**src/rtl/wdi_feed_gen.sv**
```systemverilog
// Watchdog feed (WDI) generator: square-wave feed while healthy, permanent starve on filtered fault or request.
// Optional macro WDI_PULSE_MODE_EN replaces the square wave with PULSE_W-cycle pulses every 2*HALF_PERIOD cycles.
module wdi_feed_gen #(
  parameter int HALF_PERIOD = 20000,
  parameter int START_DLY   = 2000,
  parameter int FAULT_FILT  = 200,
  parameter int PULSE_W     = 4
) (
  input  logic       i_clk,
  input  logic       reset_n,
  input  logic       i_en,
  input  logic       i_WD_DSP_ERR,
  input  logic       i_XINT_DSP_ERR,
  input  logic       i_force_starve,
  output logic       o_WDI,
  output logic       o_feed_active,
  output logic       o_starving,
  output logic [2:0] o_fault_cause
);

  localparam int HW = $clog2(HALF_PERIOD) + 1;
  localparam int SW = $clog2(START_DLY) + 1;
  localparam int FW = $clog2(FAULT_FILT) + 1;
  localparam logic [HW-1:0] HP_LAST    = HW'(HALF_PERIOD - 1);
  localparam logic [SW-1:0] START_LAST = SW'(START_DLY - 1);
  localparam logic [FW-1:0] FILT_LAST  = FW'(FAULT_FILT - 1);

  // Reject parameter sets that would break the counters or let pulses overlap.
  if (HALF_PERIOD < 2 || FAULT_FILT < 1 || PULSE_W >= 2 * HALF_PERIOD) begin : g_bad_params
    $error("wdi_feed_gen: illegal parameter combination");
  end

  typedef enum logic [1:0] {IDLE, FEED, PENDING, STARVE} state_t;

  state_t         state;
  logic [SW-1:0]  start_cnt;
  logic [HW-1:0]  hp_cnt;
  logic [FW-1:0]  filt_cnt;
  logic           fault;
  logic           wrap;

`ifdef WDI_PULSE_MODE_EN
  localparam int PW = $clog2(PULSE_W) + 1;
  localparam logic [PW-1:0] PULSE_LAST = PW'(PULSE_W - 1);
  logic           phase;
  logic [PW-1:0]  pulse_cnt;
`endif

  assign fault = i_WD_DSP_ERR | i_XINT_DSP_ERR;
  assign wrap  = (hp_cnt == HP_LAST);

  always_ff @(posedge i_clk or negedge reset_n) begin
    if (!reset_n) begin
      state         <= IDLE;
      start_cnt     <= '0;
      hp_cnt        <= '0;
      filt_cnt      <= '0;
      o_WDI         <= 1'b0;
      o_feed_active <= 1'b0;
      o_starving    <= 1'b0;
      o_fault_cause <= '0;
`ifdef WDI_PULSE_MODE_EN
      phase         <= 1'b0;
      pulse_cnt     <= '0;
`endif
    end else begin
`ifdef WDI_PULSE_MODE_EN
      // A running pulse always finishes, even after entering STARVE.
      if (pulse_cnt != '0) pulse_cnt <= pulse_cnt - 1'b1;
      else                 o_WDI     <= 1'b0;
`endif
      case (state)
        IDLE: begin
          if (!i_en) begin
            start_cnt <= '0;
          end else if (start_cnt == START_LAST) begin
            state         <= FEED;
            start_cnt     <= '0;
            hp_cnt        <= '0;
            o_feed_active <= 1'b1;
          end else begin
            start_cnt <= start_cnt + 1'b1;
          end
        end
        FEED, PENDING: begin
          if (i_force_starve) begin
            state         <= STARVE;
            o_feed_active <= 1'b0;
            o_starving    <= 1'b1;
            o_fault_cause <= o_fault_cause | {1'b1, i_XINT_DSP_ERR, i_WD_DSP_ERR};
          end else if (!i_en) begin
            state         <= IDLE;
            o_feed_active <= 1'b0;
            o_WDI         <= 1'b0;
            hp_cnt        <= '0;
            filt_cnt      <= '0;
`ifdef WDI_PULSE_MODE_EN
            phase         <= 1'b0;
            pulse_cnt     <= '0;
`endif
          end else if (fault && filt_cnt == FILT_LAST) begin
            // WDI is frozen at the level it already has on the entry cycle.
            state         <= STARVE;
            o_feed_active <= 1'b0;
            o_starving    <= 1'b1;
            o_fault_cause <= o_fault_cause | {1'b0, i_XINT_DSP_ERR, i_WD_DSP_ERR};
          end else begin
            hp_cnt <= wrap ? '0 : hp_cnt + 1'b1;
`ifdef WDI_PULSE_MODE_EN
            if (wrap) begin
              phase <= ~phase;
              if (!phase) begin
                o_WDI     <= 1'b1;
                pulse_cnt <= PULSE_LAST;
              end
            end
`else
            if (wrap) o_WDI <= ~o_WDI;
`endif
            if (fault) begin
              state    <= PENDING;
              filt_cnt <= filt_cnt + 1'b1;
            end else begin
              state    <= FEED;
              filt_cnt <= '0;
            end
          end
        end
        default: begin
          state <= STARVE;
        end
      endcase
    end
  end

endmodule

```
**config.mk**
```make
export PLATFORM = sky130hd
export DESIGN_NAME = wdi_feed_gen
export DESIGN_NICKNAME = d
export VERILOG_FILES = /design/src/rtl/wdi_feed_gen.sv
export SDC_FILE = /design/constraint.sdc
export NUM_CORES = 1
export LEC_CHECK = 0
export ABC_AREA = 0
export CELL_PAD_IN_SITES_DETAIL_PLACEMENT = 0
export CELL_PAD_IN_SITES_GLOBAL_PLACEMENT = 2
export CORE_UTILIZATION = 41
export DETAILED_ROUTE_END_ITERATION = 16
export HOLD_SLACK_MARGIN = 0.12
export PLACE_DENSITY_LB_ADDON = 0.1
export SYNTH_ARGS = -nofsm -noshare
export SYNTH_HDL_FRONTEND = slang
export SYNTH_SLANG_ARGS = --single-unit
```
**constraint.sdc**
```tcl
create_clock -name i_clk -period 7.2 [get_ports i_clk]
set_clock_uncertainty 0.15 [all_clocks]
set_input_delay 1.44 -clock i_clk [delete_from_list [all_inputs] [get_ports i_clk]]
set_output_delay 1.44 -clock i_clk [all_outputs]
set_load 0.005 [all_outputs]
```
=== Word-level counts from Yosys, hierarchy flattened ===
Index checks and enable logic that the tools add are counted.

* Muxes and demuxes: 34
* $add $sub $neg: 3
* Eq/ne operators: 12
* Bitwise gates (word level): 5
* Reductions and logical operators: 12

{| class="wikitable"
|+ Operators by type and width
! kind !! number
|-
| $mux W16 || 6
|-
| $pmux W16 S2 || 1
|-
| $mux W9 || 3
|-
| $mux W12 || 2
|-
| $add A16 B1 Y16 const B || 1
|-
| $eq A16 B15 Y1 const B || 1
|-
| $add A12 B1 Y12 const B || 1
|-
| $eq A12 B11 Y1 const B || 1
|-
| $mux W2 || 6
|-
| $mux W1 || 11
|-
| $add A9 B1 Y9 const B || 1
|-
| $eq A9 B8 Y1 const B || 1
|-
| $mux W3 || 3
|-
| $ne A2 B2 Y1 const B || 4
|-
| $reduce_and A4 Y1 || 2
|-
| $reduce_and A3 Y1 || 2
|-
| $reduce_bool A2 Y1 || 3
|-
| $reduce_and A5 Y1 || 1
|-
| $ne A4 B4 Y1 const B || 1
|-
| $pmux W2 S2 || 1
|-
| $ne A3 B3 Y1 const B || 1
|-
| $or A3 B2 Y3 || 1
|-
| $or A3 B3 Y3 || 1
|-
| $eq A2 B1 Y1 const B || 1
|-
| 9 further kinds || 10
|}

* Input port bits: 6
* Flip-flop bits (word level): 45

=== Longest topological paths before layout ===
* Depth after elaboration: 6
* Depth in mapped cells: 8
* Mapped depth without buffers: 7

=== Worst setup path after synthesis ===
Ideal clock, no wire load.

* Path type: input-to-reg
* Start point: input port i_en
* End point: register hp_cnt[15]
* Arrival time: 2738 ps
* Library setup time: 76 ps
* Stages: 5
* Data required time: 6974 ps
* Path slack: 4236 ps
* Buffers on the path: 0
* Cells stage by stage: inv_1 > o41ai_4 > o311ai_4 > or4_1 > o21ai_1

* Word-level cells in the longest chain between the ends: 3

{| class="wikitable"
|+ Ends and longest elaborated chain
! what !! line !! RTL
|-
| start, declared || 11 || <nowiki>input logic i_en,</nowiki>
|-
| $mux W16 || 91 || <nowiki>end else if (!i_en) begin</nowiki>
|-
| $mux W16 || 86 || <nowiki>if (i_force_starve) begin</nowiki>
|-
| $pmux W16 S2 || 72 || <nowiki>case (state)</nowiki>
|-
| end signal, assigned || 108 || <nowiki>hp_cnt <= wrap ? '0 : hp_cnt + 1'b1;</nowiki>
|-
| end, declared || 37 || <nowiki>logic [HW-1:0] hp_cnt;</nowiki>
|}

Parallel ways exist; a longest one is shown, timed or not. The select of a mux whose other input is x is not followed.
A chain may end at the register's enable or synchronous reset.

=== Final worst setup path ===
Same ends and word-level chain as after synthesis.

==> metrics.txt <==
status=finished, final reports clean; RR Startpoint=hp_cnt[0]$_DFFE_PN0P_; grt ovf=0; flop-to-flop setup slack=4.36 ns; Die Span Y=79.60 um; # IOs=12; average size of a mapped cell=9.422 um^2; Worst slew margin=20.06%; min cycle time layout=3.627 ns; async set or reset register ratio after synthesis=100.0%; root buffer selected by CTS=clkbuf_8; WL/cell=15.85 um; crit path launch type=primary input; Layout Nets=285; first-pass GRT wire length=9397 um; most common flop cell mapped by yosys=dfrtp_1; Worst Tran Pin Value=1.197 ns; HP Start=o_fault_cause[1]$_DFFE_PN0P_; Final Hold Vio Count=0; Tcrit/Tclk final=50.37%; CP max FO=15; register area share after synthesis=45.62%; hpwl dp=3782 um; Net Sw Frac=37.56%; CTS tree=yes; RSZ-0062 raised after global routing=false; Post-CTS Hold Buffers=0; initial cell density of the core=43.76%; Vias/cell=5.769; reg2reg path depth=6; Setup crit end kind=flip-flop; clock slew at reported path FFs=0.09 ns; share of cells above drive strength 1=6.934%; FF+latch count, synth=45; die width=79.60 um; sequential share of power=42.4%; routability cong.=0.8035; WP data arrival=3.71 ns; largest area contributor in the netlist=dfrtp_1; Placement Setup Slack=3.275 ns; DRT iter0 DRCs=106; post-synthesis net count=273; Pre-antenna DRT Iters=4; num rows=27; distinct cell type count of the synthesized netlist=46; total track usage=19.52%; Post-synth EDFFs=0; VDD IR-drop max=136.2 uV; IO Port Bufs=11; WHS Path Cells=1; vias in the first global route=1897; Pint=0.4500 mW; count leader, synth=dfrtp_1; diode count=0; largest net degree at the start of global routing=46; leak pwr=1.098 nW; DRC Markers=0; share of the synthesized area in the top cell type=45.62%; Worst Setup Path Type=in2reg; Layout area overhead=10.34%; final setup margin=3.573 ns; pwr/cell area=264.6 nW/um^2; via count=1996; Detail Route Antenna Nets=0; H-Tree Depth=2; Comb pwr share=35.2%; die area=6335 um^2; Clk pwr share=22.4%; Crit path required time=7.28 ns; total wire length=5483 um; Final Setup Violations=0; Core Region=5642 um^2; CTS max path bufs=2; sw power=0.2707 mW; Mapped Cells=262; CTS Buf Count=5; mapped cell area=2469 um^2; Hold EP=o_fault_cause[1]$_DFFE_PN0P_; hold crit path type=reg2reg; insertion delay to the later sink of the worst-skew pair=0.30 ns; upper clock frequency limit=0.2757 GHz; largest cells by area after synthesis=dfrtp_1, nand2_1, o21ai_0; Slew Viols, Final=0; setup TNS=0 ns; Yosys warnings=0; number of gates resized after CTS=0; r2r endpoint=hp_cnt[7]$_DFFE_PN0P_; Post-CTS Setup Bufs=0; max-cap violation count=0; clk sinks=45; Post-synth top cells=dfrtp_1, nand2_1, nor2_1; initial antenna violation count=0
[worst max-delay path by stage]
stage / slack [ns] / cells past startpoint / endpoint / start
after global placement: 3.34 / 6 / hp_cnt[15]$_DFFE_PN0P_ / i_en
after detailed placement: 3.28 / 6 / hp_cnt[15]$_DFFE_PN0P_ / i_en
after floorplan: 4.24 / 5 / hp_cnt[15]$_DFFE_PN0P_ / i_en
final: 3.57 / 6 / hp_cnt[15]$_DFFE_PN0P_ / i_en
after CTS: 3.55 / 6 / hp_cnt[15]$_DFFE_PN0P_ / i_en
after global routing: 3.43 / 6 / hp_cnt[15]$_DFFE_PN0P_ / i_en
[power by group through the flow]
stage | Clock, mW | Combinational, mW | Sequential, mW
after floorplan | 0 | 0.193 | 0.305
after global placement | 0 | 0.257 | 0.310
after detailed placement | 0 | 0.255 | 0.311
after CTS | 0.166 | 0.256 | 0.305
after global routing | 0.176 | 0.289 | 0.311
final | 0.162 | 0.254 | 0.305
[logic make-up after synthesis]
logic type               after synthesis  share of synthesized area (%)
AO/OA/AOI/OAI                         72                          20.88
buffers and inverters                 19                          3.041
AND/OR/NAND/NOR                      111                          24.18
XOR/XNOR                               7                          2.484
flip-flops                            45                          45.62
adder cells (fa/ha/maj)                5                          2.534
multiplexers                           3                          1.267
[cells in the final DEF, fill, tap and decap left out, types with 3 or more instances in the layout]
cell type,instances
o31ai_1,8
a21oi_1,5
xor2_1,6
a21o_1,3
inv_1,13
o41ai_1,5
nor4_1,3
nand3_1,14
a31oi_1,3
nor3_1,11
clkbuf_8,6
nand4_1,10
o21ai_0,18
dfrtp_1,45
nand2_1,27
o21ai_1,14
nand2b_1,5
a22o_1,5
nor2_1,21
o2bb2ai_1,3
and3_1,4
clkdlybuf4s50_1,10
ha_1,5
[per-stage QoR]
stage | instances | hold slack (ns) | total power [mW] | utilization [%] | instance area, um^2
after global placement | 339 | 0.2908 | 0.5671 | 46.75 | 2638
after detailed placement | 339 | 0.2977 | 0.5659 | 46.75 | 2638
final | 346 | 0.3118 | 0.7206 | 48.28 | 2724
after floorplan | 262 | 0.2973 | 0.4981 | - | 2469
after CTS | 346 | 0.3166 | 0.7274 | 48.28 | 2724
after global routing | 346 | 0.3434 | 0.7757 | 48.28 | 2724
[worst max-delay path, cell delays in order]
cell and delay, ns:
clkdlybuf4s50_1 0.59, inv_1 0.12, o41ai_4 0.57, o311ai_4 0.33, or4_1 0.56, o21ai_1 0.09
[registers in the layout (all words and copies together) (netlist names)]
| name | cells |
|---|---|
| o_feed_active | 1 |
| state | 2 |
| start_cnt | 12 |
| o_WDI | 1 |
| o_starving | 1 |
| filt_cnt | 9 |
| hp_cnt | 16 |
| o_fault_cause | 3 |
[layout make-up]
| cell class | count | area [um^2] |
|---|---|---|
| Timing Repair Buffer | 11 | 105.1 |
| Clock buffer | 7 | 86.33 |
| Tap cell | 72 | 90.09 |
| Multi-Input combinational cell | 198 | 1267 |
| Fill cell | 535 | 2918 |
| Sequential cell | 45 | 1126 |
| Inverter | 13 | 48.80 |
[routing by layer]
layer	GRT usage (%)	vias up	wire [um]
li1	-	1004	-
met1	26.54	962	2800
met2	30.51	25	2515
met3	4.686	5	112
met4	6.000	0	54
met5	0	-	0
(Power assumes the default switching activity.)
